<file path="src/rtl/wallet.sv">
// Signed-magnitude BCD balance keeper: serves billing charges and runs the
// three-button deposit-entry dialogue, with digit-serial BCD arithmetic.
module wallet #(
  parameter logic [11:0] INIT_BAL = 12'h196,
  parameter int unsigned TICK     = 100000000,
  parameter int unsigned EDIT_TO  = 8
) (
  input  logic        clk,
  input  logic        rst,
  input  logic        on,
  input  logic        m_pos,
  input  logic        u_pos,
  input  logic        d_pos,
  input  logic        chg_req,
  input  logic [11:0] chg_amt,
  output logic [11:0] bal,
  output logic        bal_neg,
  output logic [11:0] dep,
  output logic [1:0]  dig_sel,
  output logic        editing,
  output logic        busy,
  output logic        chg_done
);

  localparam int unsigned LIMIT = EDIT_TO * TICK;
  localparam int TW = $clog2(LIMIT + 1);

  typedef enum logic [2:0] {S_IDLE, S_EDIT, S_CMP, S_D0, S_D1, S_D2, S_WB} state_t;

  state_t        state_reg, state_next;
  logic [11:0]   bal_reg, dep_reg, opnd_reg, a_reg, b_reg, res_reg;
  logic          bal_neg_reg, op_sub_reg, ret_edit_reg, sub_mode_reg;
  logic          sign_reg, carry_reg, chg_done_reg;
  logic [1:0]    dig_sel_reg;
  logic [TW-1:0] timer_reg;

  logic m_acc, u_acc, d_acc, any_btn, timeout;
  assign m_acc   = on & m_pos;
  assign u_acc   = on & u_pos;
  assign d_acc   = on & d_pos;
  assign any_btn = m_acc | u_acc | d_acc;
  assign timeout = (timer_reg == TW'(LIMIT - 1));

  // Per-digit helpers: charge clamping and wrap-around edit of the selected digit.
  logic [11:0] chg_clamp, dep_inc, dep_dec;
  for (genvar gi = 0; gi < 3; gi++) begin : g_dig
    logic [3:0] c_dig, e_dig;
    logic       sel;
    assign c_dig = chg_amt[gi*4 +: 4];
    assign e_dig = dep_reg[gi*4 +: 4];
    assign sel   = (dig_sel_reg == 2'(gi));
    assign chg_clamp[gi*4 +: 4] = (c_dig > 4'd9) ? 4'd9 : c_dig;
    assign dep_inc[gi*4 +: 4]   = !sel ? e_dig : (e_dig >= 4'd9) ? 4'd0 : e_dig + 4'd1;
    assign dep_dec[gi*4 +: 4]   = !sel ? e_dig : (e_dig == 4'd0) ? 4'd9 : e_dig - 4'd1;
  end

  // One BCD digit per arithmetic state, carry/borrow held in carry_reg.
  logic [3:0] a_dig, b_dig, r_dig;
  logic [4:0] sum5, dif5;
  logic       c_out;
  always_comb begin
    a_dig = a_reg[3:0];
    b_dig = b_reg[3:0];
    case (state_reg)
      S_D1: begin a_dig = a_reg[7:4];  b_dig = b_reg[7:4];  end
      S_D2: begin a_dig = a_reg[11:8]; b_dig = b_reg[11:8]; end
      default: ;
    endcase
    sum5 = {1'b0, a_dig} + {1'b0, b_dig} + {4'd0, carry_reg};
    dif5 = {1'b0, a_dig} - {1'b0, b_dig} - {4'd0, carry_reg};
    if (sub_mode_reg) begin
      c_out = dif5[4];
      r_dig = dif5[4] ? dif5[3:0] + 4'd10 : dif5[3:0];
    end else begin
      c_out = (sum5 > 5'd9);
      r_dig = c_out ? sum5[3:0] - 4'd10 : sum5[3:0];
    end
  end

  logic opnd_neg, same_sign, bal_ge, wb_neg;
  logic [11:0] wb_mag;
  assign opnd_neg  = op_sub_reg;
  assign same_sign = (bal_neg_reg == opnd_neg);
  assign bal_ge    = (bal_reg >= opnd_reg);
  assign wb_mag    = (!sub_mode_reg && carry_reg) ? 12'h999 : res_reg;
  assign wb_neg    = (wb_mag != 12'h000) && sign_reg;

  always_ff @(posedge clk or posedge rst) begin
    if (rst) state_reg <= S_IDLE;
    else     state_reg <= state_next;
  end

  always_comb begin
    state_next = state_reg;
    case (state_reg)
      S_IDLE: begin
        if (chg_req)    state_next = S_CMP;
        else if (m_acc) state_next = S_EDIT;
      end
      S_EDIT: begin
        if (chg_req)                            state_next = S_CMP;
        else if (m_acc && dig_sel_reg == 2'd2)  state_next = S_CMP;
        else if (!any_btn && timeout)           state_next = S_IDLE;
      end
      S_CMP:   state_next = S_D0;
      S_D0:    state_next = S_D1;
      S_D1:    state_next = S_D2;
      S_D2:    state_next = S_WB;
      S_WB:    state_next = ret_edit_reg ? S_EDIT : S_IDLE;
      default: state_next = S_IDLE;
    endcase
  end

  always_comb begin
    busy    = (state_reg == S_CMP) || (state_reg == S_D0) || (state_reg == S_D1) ||
              (state_reg == S_D2)  || (state_reg == S_WB);
    editing = (state_reg == S_EDIT);
  end

  assign bal      = bal_reg;
  assign bal_neg  = bal_neg_reg;
  assign dep      = dep_reg;
  assign dig_sel  = dig_sel_reg;
  assign chg_done = chg_done_reg;

  always_ff @(posedge clk or posedge rst) begin
    if (rst) begin
      bal_reg      <= INIT_BAL;
      bal_neg_reg  <= 1'b0;
      dep_reg      <= '0;
      dig_sel_reg  <= '0;
      timer_reg    <= '0;
      chg_done_reg <= 1'b0;
      opnd_reg     <= '0;
      op_sub_reg   <= 1'b0;
      ret_edit_reg <= 1'b0;
      a_reg        <= '0;
      b_reg        <= '0;
      res_reg      <= '0;
      sub_mode_reg <= 1'b0;
      sign_reg     <= 1'b0;
      carry_reg    <= 1'b0;
    end else begin
      chg_done_reg <= 1'b0;
      case (state_reg)
        S_IDLE: begin
          if (chg_req) begin
            opnd_reg     <= chg_clamp;
            op_sub_reg   <= 1'b1;
            ret_edit_reg <= 1'b0;
          end else if (m_acc) begin
            dep_reg     <= '0;
            dig_sel_reg <= '0;
            timer_reg   <= '0;
          end
        end
        S_EDIT: begin
          if (chg_req) begin
            opnd_reg     <= chg_clamp;
            op_sub_reg   <= 1'b1;
            ret_edit_reg <= 1'b1;
          end else if (m_acc) begin
            timer_reg <= '0;
            if (dig_sel_reg == 2'd2) begin
              opnd_reg     <= dep_reg;
              op_sub_reg   <= 1'b0;
              ret_edit_reg <= 1'b0;
            end else begin
              dig_sel_reg <= dig_sel_reg + 2'd1;
            end
          end else if (u_acc) begin
            timer_reg <= '0;
            dep_reg   <= dep_inc;
          end else if (d_acc) begin
            timer_reg <= '0;
            dep_reg   <= dep_dec;
          end else if (timeout) begin
            timer_reg   <= '0;
            dep_reg     <= '0;
            dig_sel_reg <= '0;
          end else begin
            timer_reg <= timer_reg + TW'(1);
          end
        end
        S_CMP: begin
          carry_reg <= 1'b0;
          res_reg   <= '0;
          // Mixed signs always subtract the smaller magnitude from the larger.
          if (same_sign) begin
            a_reg <= bal_reg;  b_reg <= opnd_reg; sub_mode_reg <= 1'b0; sign_reg <= bal_neg_reg;
          end else if (bal_ge) begin
            a_reg <= bal_reg;  b_reg <= opnd_reg; sub_mode_reg <= 1'b1; sign_reg <= bal_neg_reg;
          end else begin
            a_reg <= opnd_reg; b_reg <= bal_reg;  sub_mode_reg <= 1'b1; sign_reg <= opnd_neg;
          end
        end
        S_D0: begin res_reg[3:0]  <= r_dig; carry_reg <= c_out; end
        S_D1: begin res_reg[7:4]  <= r_dig; carry_reg <= c_out; end
        S_D2: begin res_reg[11:8] <= r_dig; carry_reg <= c_out; end
        S_WB: begin
          bal_reg     <= wb_mag;
          bal_neg_reg <= wb_neg;
          if (op_sub_reg) begin
            chg_done_reg <= 1'b1;
          end else begin
            dep_reg     <= '0;
            dig_sel_reg <= '0;
          end
        end
        default: ;
      endcase
    end
  end

endmodule

</file>
<file path="config.mk">
export PLATFORM = sky130hd
export DESIGN_NAME = wallet
export DESIGN_NICKNAME = d
export VERILOG_FILES = /design/src/rtl/wallet.sv
export SDC_FILE = /design/constraint.sdc
export NUM_CORES = 1
export LEC_CHECK = 0
export ABC_AREA = 1
export BUFFER_PORTS_ARGS = -buffer_cell sky130_fd_sc_hd__clkbuf_2
export CAP_MARGIN = 25
export CELL_PAD_IN_SITES_DETAIL_PLACEMENT = 1
export CELL_PAD_IN_SITES_GLOBAL_PLACEMENT = 2
export CORE_UTILIZATION = 39
export CTS_CLUSTER_SIZE = 12
export DETAILED_ROUTE_END_ITERATION = 6
export HOLD_SLACK_MARGIN = 0.15
export PLACE_DENSITY = 0.88
export SKIP_CTS_REPAIR_TIMING = 1
export SYNTH_ARGS = -nofsm -noshare
export SYNTH_HDL_FRONTEND = slang
export SYNTH_SLANG_ARGS = --single-unit
</file>
<file path="constraint.sdc">
create_clock -name clk -period 7.2 [get_ports clk]
set_clock_uncertainty 0.1 [all_clocks]
set_input_delay 0.72 -clock clk [delete_from_list [all_inputs] [get_ports clk]]
set_output_delay 0.72 -clock clk [all_outputs]
set_load 0.1 [all_outputs]
</file>
# Word-level counts from Yosys, hierarchy flattened
# Cells that the tools add are included.
# classes
n_addsub	14
n_lt_le_gt_ge	8
eq_ne	31
n_mux	81
n_bitwise	5
n_reduce_logical	30
# ops
op	n
$mux W30	7
$mux W12	17
$mux W4	18
$pmux W30 S2	1
$pmux W4 S2	5
$pmux W12 S3	1
$reduce_and A9 Y1	4
$add A30 B1 Y30 const B	1
$eq A30 B30 Y1 const B	1
$ne A3 B2 Y1 const B	8
$pmux W12 S2	1
$pmux W3 S7	1
$mux W2	9
$mux W3	5
$add A4 B1 Y4 const B	3
$ge A12 B12 Y1	1
$ge A4 B4 Y1 const B	3
$gt A4 B4 Y1 const B	3
$logic_not A4 Y1	3
$mux W1	12
$ne A2 B2 Y1 const B	6
$ne A3 B3 Y1 const B	4
$reduce_bool A12 Y1	1
$sub A4 B1 Y4 const B	3
31 further kinds	51
# word_totals
ff_bits	114
input_bits	19
output_inout_bits	30
wordCells	189

# Longest topological paths before layout
# Gate-level depths: netlist of run 1.
# logic_depth
word_depth	9
mapped_depth	25
mapped_depth_nobuf	25

# Least setup slack after synthesis of run 1
# OpenSTA, ideal clock, no wires.
# synth_timing
kind	register to register
startpoint	register state_reg[0]
endpoint	register res_reg[1]
setup_time_ps	116
arrival_time_ps	3111
required_ps	6984
path_slack_ps	3872
path_stages_with_launch	21
n_path_buf	1
synth_period_minus_slack_ps	3328
cell_sequence	dfrtp_1 -> nor2_1 -> nand2_1 -> buf_2 -> nand2_1 -> inv_1 -> a21oi_1 -> inv_1 -> ha_1 -> ha_1 -> inv_1 -> o21bai_1 -> or2_2 -> and2_0 -> or2_2 -> nand3_1 -> nand2_1 -> nand2_1 -> o21ai_1 -> nand2_1 -> nand2_1
# synth_between
elab_chain_len	8
word_cells_on_any_way	18
cone_classes	add/sub (6); order compare (1); eq/ne (4); mux (6); reduce/logical (1)
# synth_rtl
element	line_no	source
start, declared	30	state_t state_reg, state_next;
start signal, assigned	90	else state_reg <= state_next;
$eq A3 B3 Y1	64	case (state_reg)
$pmux W4 S2	64	
$add A4 B4 Y5 or $sub A4 B4 Y5 (tied branches)	69, 70	
$add A5 B1 Y5 or $sub A5 B1 Y5 (tied branches)	69, 70	
$sub A4 B4 Y4 (tied with other cells)	76	r_dig = c_out ? sum5[3:0] - 4'd10 : sum5[3:0];
$mux W4 (on tied branches)	76, 73	
$mux W4	71	if (sub_mode_reg) begin
$pmux W4 S2	145	case (state_reg)
end signal, assigned	197	S_D0: begin res_reg[3:0] <= r_dig; carry_reg <= c_out; end
end, declared	31	logic [11:0] bal_reg, dep_reg, opnd_reg, a_reg, b_reg, res_reg;
# Parallel ways exist; a longest one is shown, timed or not.
# A chain may end at the register's enable or synchronous reset.

# Final worst setup path of run 1
# layout_timing
startpoint	register state_reg[2]
endpoint	register res_reg[5]
# layout_between
elab_chain_len	8
word_cells_on_any_way	17
cone_classes	add/sub (6); order compare (1); eq/ne (3); mux (6); reduce/logical (1)
# layout_rtl
element	line_no	source
$eq A3 B3 Y1 (on tied branches)	64, 145	
$pmux W4 S2	64	
$add A4 B4 Y5 or $sub A4 B4 Y5 (tied branches)	69, 70	
$add A5 B1 Y5 or $sub A5 B1 Y5 (tied branches)	69, 70	
$sub A4 B4 Y4 (tied with other cells)	76	
$mux W4 (on tied branches)	76, 73	
$mux W4	71	
$pmux W4 S2	145	
end signal, assigned	198	S_D1: begin res_reg[7:4] <= r_dig; carry_reg <= c_out; end
# Parallel ways exist; a longest one is shown, timed or not.

==> results of run 1 <==
-- worst max-delay path: stages (launching register included) --
cell      delay, ps
dfrtp_1         490
nand3_1         390
inv_1           260
nand2_1         120
nand3_1         160
nand2_1          80
nand2_1          70
inv_1            40
ha_1            190
inv_1            60
nand2_1          90
fa_1            470
nor2_1          120
o21bai_1         80
or2_2           270
and2_0          210
or2_2           300
nand3_1          70
nand2_1          50
nand2_1          60
o21ai_1         120
nand2_1         100
nand2_1          50
-- logic make-up after synthesis --
group,Yosys count,share of synthesized area
flops,114,0.401
fa+ha+maj,38,0.0687
buf+inv,172,0.0952
compound gates,225,0.173
xor+xnor,18,0.0221
mux,2,0.00280
simple gates,372,0.238
-- where the power goes --
part | internal, mW | total, mW | switching (mW)
Sequential | 0.834 | 1.00 | 0.166
Clock | 0.587 | 0.914 | 0.327
Combinational | 0.599 | 2.20 | 1.61
Total | 2.02 | 4.12 | 2.10
-- final timing paths --
kind,startpoint,endpoint,slack (ps)
max in group asynchronous,rst,bal[7]$_DFFE_PP1P_,5780
min in group clk,ret_edit_reg$_DFFE_PP0P_,ret_edit_reg$_DFFE_PP0P_,380
max,state_reg[2]$_DFFE_PP0P_,res_reg[5]$_DFFE_PP0P_,3140
max reg2reg,state_reg[2]$_DFFE_PP0P_,res_reg[5]$_DFFE_PP0P_,3140
min,rst,timer_reg[18]$_DFFE_PP0P_,230
min reg2reg,ret_edit_reg$_DFFE_PP0P_,ret_edit_reg$_DFFE_PP0P_,380
-- synth_stat cells, types with 3 or more instances --
library cell	n	share of area
o21ai_0	130	0.091
o21bai_1	4	0.0042
a31oi_1	4	0.0035
nor3_2	3	0.0042
nand2_1	178	0.094
clkbuf_1	17	0.0089
ha_1	36	0.063
a211oi_1	5	0.0053
dfrtp_1	109	0.38
xor2_1	10	0.012
xnor2_1	8	0.0098
o31ai_1	3	0.0032
nor2_1	60	0.032
nand3_1	62	0.043
inv_1	141	0.074
nor2_4	3	0.0047
o21a_1	3	0.0032
nor3_1	20	0.014
buf_4	3	0.0032
o211ai_1	3	0.0032
nor4_1	7	0.0061
nor2_2	9	0.0079
a21oi_1	52	0.036
or2_2	4	0.0035
nand2_2	4	0.0035
o22ai_1	11	0.0096
nand4_1	12	0.011
inv_2	4	0.0021
dfstp_2	5	0.018
buf_2	4	0.0028
-- area by class of cell --
cell class / instances / area [sq um]
Multi-Input combinational cell: 655 / 3600
Clock buffer: 19 / 443
Clock inverter: 13 / 183
Timing Repair Buffer: 54 / 313
Inverter: 146 / 553
Fill cell: 2223 / 9720
Tap cell: 229 / 287
Sequential cell: 114 / 2860
-- metal layers --
layer	vias up	track usage	part of all wire
li1	3216	-	-
met1	3115	0.328	0.48
met2	104	0.390	0.46
met3	32	0.0430	0.030
met4	0	0.0977	0.026
met5	-	0	0
-- through the flow --
| stage | util | setup WS [ps] | cells |
|---|---|---|---|
| global route | 0.459 | 2790 | 1230 |
| global placement | 0.421 | 3360 | 1196 |
| CTS | 0.456 | 3150 | 1228 |
| floorplan | - | 3370 | 941 |
| detailed placement | 0.421 | 3220 | 1196 |
| finish | 0.459 | 3140 | 1230 |
==> impl_metrics.toml, run 1 <==
[synthesis]
syn_area_sq_um = 7140
ys_warn_count = 0
ys.flop_type = "dfrtp_1"
synth_cells = 941
synth-edff-count = 0
ys_async_sr_fraction = 1.00
synth_seq_cells = 114
ys_seq_area_frac = 0.401
syn_avg_cell_area_sq_um = 7.59
syn_nets = 998
synth.distinct_cells = 50

[cts]
htreeDepth = 4
numCtsBuffers = 17
cts_tree = "done"
clock_latency_ps = 430
clock-sinks = 114
clock_path_buffers = 2
clkTransAtPathRegs_ps = 60
clockRootBuffer = "clkbuf_16"

[timing]
timing.slew.headroom = 0.533
fin_hold_ws_ps = 235
fin_crit_ps = 4060
setup_violations = 0
worst_pin_slew_ps = 699
clock.fmax_ghz = 0.246
finalHoldViolCount = 0
setup_tns_ps = 0
period_share = 0.563
timing.final.max_slew_violations = 0
rsz0062_at_grt = "no"

[grt]
grt_pass1_vias = 6532
track_usage = 0.245
grt_start_max_net_pins = 75
antenna_found_initial = 0
grt_pass1_wl_um = 34700
overflow = 0

[route]
detail_route.wirelength_um = 21100
wire_per_inst_um = 17.2
post_drt_via_cell_ratio = 5.26
drt-pass1-iter-count = 4
drcViolationCount = 0
num_vias = 6467
drtIter0Drc = 327
drtAntennaViolNets = 0

[placement]
io_buffer_count = 48
dpl_cell_area_sq_um = 7570
routabilityCongestion = 0.849
dpl.hpwl_um = 15500

[job]
drv_cap = 0

[final_layout]
mostFrequentLayoutCells = "nand2_1, inv_1, o21ai_0"
nets = 1045
drive_gt1_frac = 0.128
design_area_sq_um = 8240
num_antenna_cells = 0
final_common_cell = "nand2_1"
largest_register_ffs = 30
syn_to_final_growth_pct = 15.4

[critical_path]
arrival_ps = 4270
cp_max_fo = 12
r2r_cells = 22
startpoint_type = "flop"
path_class = "flop to flop"
crit_path_end_kind = "flop"
crit_required_ps = 7420

[die]
die_w_um = 137
rows = 49
die_area_sq_um = 18800
num_io_pins = 49
core_sq_um = 18000
initial_core_util = 0.397
chipHeight_um = 137

[power]
finalPower_mw = 4.12
powerDensity_nw_per_um2 = 500
peakVddDrop_uv = 391
p_leak_nw = 3.91

[status]
outcome = "complete, no violations"

[worst_hold_path]
hold_path.class = "input port to async pin"
Power figures use the tool's default switching activity.
==> run 2: changes to the inputs <==
--- a/config.mk
+++ b/config.mk
@@ -5,16 +5,16 @@
 export SDC_FILE = /design/constraint.sdc
 export NUM_CORES = 1
 export LEC_CHECK = 0
-export ABC_AREA = 1
+export ABC_AREA = 0
 export BUFFER_PORTS_ARGS = -buffer_cell sky130_fd_sc_hd__clkbuf_2
 export CAP_MARGIN = 25
 export CELL_PAD_IN_SITES_DETAIL_PLACEMENT = 1
 export CELL_PAD_IN_SITES_GLOBAL_PLACEMENT = 2
-export CORE_UTILIZATION = 39
+export CORE_UTILIZATION = 34
 export CTS_CLUSTER_SIZE = 12
 export DETAILED_ROUTE_END_ITERATION = 6
 export HOLD_SLACK_MARGIN = 0.15
-export PLACE_DENSITY = 0.88
+export PLACE_DENSITY = 0.78
 export SKIP_CTS_REPAIR_TIMING = 1
 export SYNTH_ARGS = -nofsm -noshare
 export SYNTH_HDL_FRONTEND = slang
==> constraint.sdc (replaced) <==
create_clock -name clk -period 3.6 [get_ports clk]
set_clock_uncertainty 0.1 [all_clocks]
set_input_delay 0.36 -clock clk [delete_from_list [all_inputs] [get_ports clk]]
set_output_delay 0.36 -clock clk [all_outputs]
set_load 0.1 [all_outputs]
==> impl_metrics.toml, run 2 <==
[final_layout]
num_antenna_cells = 0
syn_to_final_growth_pct = 22.1
nets = 958
final_common_cell = "dfrtp_1"
largest_register_ffs = 30
drive_gt1_frac = 0.198
mostFrequentLayoutCells = "dfrtp_1, nor2_1, nand2_1"

[die]
num_io_pins = 49
initial_core_util = 0.351
die_w_um = 147
core_sq_um = 20500
die_area_sq_um = 21700
chipHeight_um = 147
rows = 52

[status]
outcome = "complete, no violations"

[timing]
worst_pin_slew_ps = 996
rsz0062_at_grt = "yes"
timing.slew.headroom = 0.332
setup_violations = 0
fin_crit_ps = 3540
clock.fmax_ghz = 0.282
finalHoldViolCount = 0
setup_ws_ps = 59.5
fin_hold_ws_ps = 196
period_share = 0.983
timing.final.max_slew_violations = 0

[critical_path]
crit_path_end_kind = "flop"
r2r_cells = 15
r2r_end = "res_reg[3]$_DFFE_PP0P_"
path_class = "flop to flop"
cp_max_fo = 5
rr_startpoint = "state_reg[0]$_DFFE_PP0P_"
crit_start = "state_reg[0]$_DFFE_PP0P_"
arrival_ps = 3770
startpoint_type = "flop"
cp-endpoint = "res_reg[3]$_DFFE_PP0P_"
crit_required_ps = 3830
rrSetupSlack_ps = 60

[route]
drtAntennaViolNets = 0
drcViolationCount = 0
wire_per_inst_um = 18.1
post_drt_via_cell_ratio = 5.49
num_vias = 6503
drtIter0Drc = 357
drt-pass1-iter-count = 5
detail_route.wirelength_um = 21500

[synthesis]
syn_area_sq_um = 7180
synth_cells = 828
ys_seq_area_frac = 0.398
yosys.area.top_type_share = 0.380
ys_warn_count = 0
ys_async_sr_fraction = 1.00
synth-edff-count = 0
ys.flop_type = "dfrtp_1"
synth_area_leaders = "dfrtp_1, ha_1, o21ai_0"
syn_avg_cell_area_sq_um = 8.68
synth_seq_cells = 114
syn_nets = 885
synth_top_area_cell = "dfrtp_1"
netlist_top_cells_count = "dfrtp_1, nor2_1, nand2_1"
synth.distinct_cells = 74
synth_most_common_cell = "dfrtp_1"

[grt]
grt_start_max_net_pins = 66
grt_pass1_wl_um = 35500
antenna_found_initial = 0
grt_pass1_vias = 6544
track_usage = 0.209
overflow = 0

[placement]
pre_cts_ws_ps = -145
io_buffer_count = 48
routabilityCongestion = 0.831
dpl.hpwl_um = 15700

[cts]
clockRootBuffer = "clkbuf_16"
numCtsBuffers = 17
cts_tree = "done"
clock_latency_ps = 420
htreeDepth = 4
clock_path_buffers = 2
clkTransAtPathRegs_ps = 60
clock-sinks = 114

[worst_hold_path]
hold_path.class = "input port to flop"

[job]
drv_cap = 0
-- run 2: changes by cell type after synthesis, moves of 12 or more --
cell,previous run,this run
nand3_1,62,50
mux2i_1,2,15
a21oi_1,52,38
o21ai_0,130,74
nor2_1,60,81
a31oi_1,4,27
nand2_1,178,78
inv_1,141,44
clkbuf_1,17,30
-- run 2: final cells by class --
class / instances / area, sq um
Sequential cell: 114 / 2860
Tap cell: 270 / 338
Inverter: 46 / 175
Fill cell: 2419 / 11700
Multi-Input combinational cell: 625 / 4150
Clock inverter: 14 / 204
Timing Repair Buffer: 97 / 618
Clock buffer: 18 / 429
-- run 2: cells by family (layout without fill, tap and decap cells) --
| logic type | Yosys count | after routing | share of synthesized area |
|---|---|---|---|
| AND/OR/NAND/NOR | 301 | 301 | 0.204 |
| AO/OA/AOI/OAI | 233 | 233 | 0.212 |
| flip-flops | 114 | 114 | 0.398 |
| buffers and inverters | 89 | 175 | 0.0489 |
| adder cells (fa/ha/maj) | 38 | 38 | 0.0683 |
| XOR/XNOR | 32 | 32 | 0.0390 |
| multiplexers | 21 | 21 | 0.0303 |
-- run 2: worst min path at each step --
stage,from,to,slack (ps),depth (start not counted)
floorplan,ret_edit_reg$_DFFE_PP0P_,ret_edit_reg$_DFFE_PP0P_,370,1
global placement,ret_edit_reg$_DFFE_PP0P_,ret_edit_reg$_DFFE_PP0P_,390,1
detailed placement,ret_edit_reg$_DFFE_PP0P_,ret_edit_reg$_DFFE_PP0P_,390,1
CTS,rst,timer_reg[3]$_DFFE_PP0P_,7,2
global route,chg_amt[7],opnd_reg[7]$_DFFE_PP0P_,210,3
finish,chg_amt[7],opnd_reg[7]$_DFFE_PP0P_,200,3
-- run 2: per-layer routing --
layer	global-route usage	vias to the layer above	wire length, um
li1	-	3133	-
met1	0.288	3269	10400
met2	0.338	89	10200
met3	0.0370	12	569
met4	0.0510	0	196
met5	0	-	0
-- run 2: worst max-delay path, stage by stage (launching register included) --
cell       delay [ps]
dfrtp_2           440
mux2_4            320
mux2i_4           180
xor2_1            190
ha_2              220
nor2_2             50
fa_2              380
xor2_4            160
ha_2              200
nor2b_4           190
a31oi_4            60
buf_6             140
o2111ai_2         150
mux2i_1            90
a211o_1           340
o31ai_1           240
-- run 2: per-stage QoR --
stage                     setup TNS [ps]  std cells  utilization  cell area [sq um]
after global placement             -33.6       1145        0.390               8000
after global routing                -694       1184        0.428               8770
final                                  0       1184        0.428               8770
after detailed placement            -573       1145        0.390               8000
after CTS                           -704       1177        0.421               8630
after floorplan                        0        828            -               7280
Power of run 2 is left out: the tool's default activity adds up to more than one toggle a clock period on the data nets, which glitch-free logic cannot reach.
==> run 3: changes to the inputs <==
--- a/config.mk
+++ b/config.mk
@@ -10,11 +10,12 @@
 export CAP_MARGIN = 25
 export CELL_PAD_IN_SITES_DETAIL_PLACEMENT = 1
 export CELL_PAD_IN_SITES_GLOBAL_PLACEMENT = 2
-export CORE_UTILIZATION = 34
+export CORE_UTILIZATION = 25
+export CTS_BUF_LIST = sky130_fd_sc_hd__clkbuf_8
 export CTS_CLUSTER_SIZE = 12
 export DETAILED_ROUTE_END_ITERATION = 6
 export HOLD_SLACK_MARGIN = 0.15
-export PLACE_DENSITY = 0.78
+export PLACE_DENSITY = 0.59
 export SKIP_CTS_REPAIR_TIMING = 1
 export SYNTH_ARGS = -nofsm -noshare
 export SYNTH_HDL_FRONTEND = slang
==> constraint.sdc (replaced) <==
create_clock -name clk -period 3.3 [get_ports clk]
set_clock_uncertainty 0.1 [all_clocks]
set_input_delay 0.33 -clock clk [delete_from_list [all_inputs] [get_ports clk]]
set_output_delay 0.33 -clock clk [all_outputs]
set_load 0.1 [all_outputs]
==> impl_metrics.toml, run 3 (synthesized netlist as in run 2, its figures left out) <==
[status]
outcome = "finished, violations left"
violations = "negative setup slack"

[worst_hold_path]
hold_path.class = "input port to flop"
hold_depth = 3

[timing]
period_share = 1.06
worst_pin_slew_ps = 956
rsz0062_at_grt = "yes"
setup_ws_ps = -193
setup_violations = 9
timing.slew.headroom = 0.356
timing.final.max_slew_violations = 0
finalHoldViolCount = 0
fin_crit_ps = 3490
clock.fmax_ghz = 0.286

[final_layout]
syn_to_final_growth_pct = 23.5
design_area_sq_um = 8870
mostFrequentLayoutCells = "dfrtp_1, nand2_1, nor2_1"
final_common_cell = "dfrtp_1"
num_antenna_cells = 0
drive_gt1_frac = 0.217
nets = 974
largest_register_ffs = 30

[route]
dr.max_layer_used = "met4"
num_vias = 6415
drtAntennaViolNets = 0
wire_per_inst_um = 17.5
met1_length_um = 11500
drt-pass1-iter-count = 4
drcViolationCount = 0
wl_met3_um = 496
post_drt_via_cell_ratio = 4.90
detail_route.wirelength_um = 22900
drtIter0Drc = 226
wl_met2_um = 10600

[die]
core_sq_um = 28000
die_area_sq_um = 29400
rows = 61
die_w_um = 172
chipHeight_um = 172
num_io_pins = 49
initial_core_util = 0.256

[cts]
numCtsBuffers = 17
clockRootBuffer = "clkbuf_8"
clock_path_buffers = 2
cts_tree = "done"
htreeDepth = 4
clock_latency_ps = 440
clkTransAtPathRegs_ps = 80
clock-sinks = 114

[placement]
dpl_cell_area_sq_um = 8310
dpl.hpwl_um = 17000
routabilityCongestion = 0.778
io_buffer_count = 48

[critical_path]
arrival_ps = 3730
cp_max_fo = 5
crit_path_end_kind = "flop"
rrSetupSlack_ps = -190
r2r_cells = 15
startpoint_type = "flop"
path_class = "flop to flop"
crit_required_ps = 3530

[grt]
grt_start_max_net_pins = 53
antenna_found_initial = 0
track_usage = 0.166
grt_pass1_wl_um = 37900
grt_pass1_vias = 6734
overflow = 0

[job]
drv_cap = 0
run 3: cell count changes in the layout (fill, tap and decap cells not counted), sizes merged:
cell and delta:
clkinv +2, buf +16, bufinv -2
run 3: layout make-up:
class | count | area, sq um
inverter | 46 | 176
multi-input combinational | 625 | 4180
clock inverter | 14 | 158
fill | 3349 | 19100
tap | 378 | 473
clock buffer | 18 | 248
sequential | 114 | 2860
timing repair buffer | 113 | 776
run 3: metrics by stage:
step | TNS [ps] | cells | hold WS [ps] | utilization | worst slack [ps]
2_1_floorplan | -1790 | 828 | 367 | - | -287
3_5_place_dp | -2830 | 1272 | 402 | 0.297 | -344
6_report | -1370 | 1308 | 141 | 0.317 | -193
4_1_cts | -2950 | 1304 | -29.6 | 0.311 | -347
5_1_grt | -2980 | 1308 | 162 | 0.317 | -366
3_3_place_gp | -1990 | 1272 | 388 | 0.297 | -272
run 3: path summary, 6_finish.rpt:
check,start,endpoint
setup / recovery,state_reg[0]$_DFFE_PP0P_,res_reg[7]$_DFFE_PP0P_
hold / removal,chg_amt[7],opnd_reg[7]$_DFFE_PP0P_
setup reg to reg,state_reg[0]$_DFFE_PP0P_,res_reg[7]$_DFFE_PP0P_
hold reg to reg,ret_edit_reg$_DFFE_PP0P_,ret_edit_reg$_DFFE_PP0P_
max in group asynchronous,rst,timer_reg[27]$_DFFE_PP0P_
min in group asynchronous,rst,dep[3]$_DFFE_PP0P_
run 3: critical path, stage by stage, from the launching register on:
cell	delay, ps
dfrtp_2	440
mux2_4	320
mux2i_4	190
xor2_1	170
ha_2	210
nor2_2	50
fa_2	390
xor2_4	190
ha_4	160
nor2b_4	160
a31oi_4	60
buf_6	140
o2111ai_2	180
mux2i_1	100
a211o_1	300
o31ai_1	260
run 3: per-layer routing:
layer,up-vias,track usage
met5,-,0
met4,0,0.0435
met3,11,0.0276
met2,69,0.267
met1,3164,0.231
li1,3171,-
Power of run 3 is left out for the same reason.
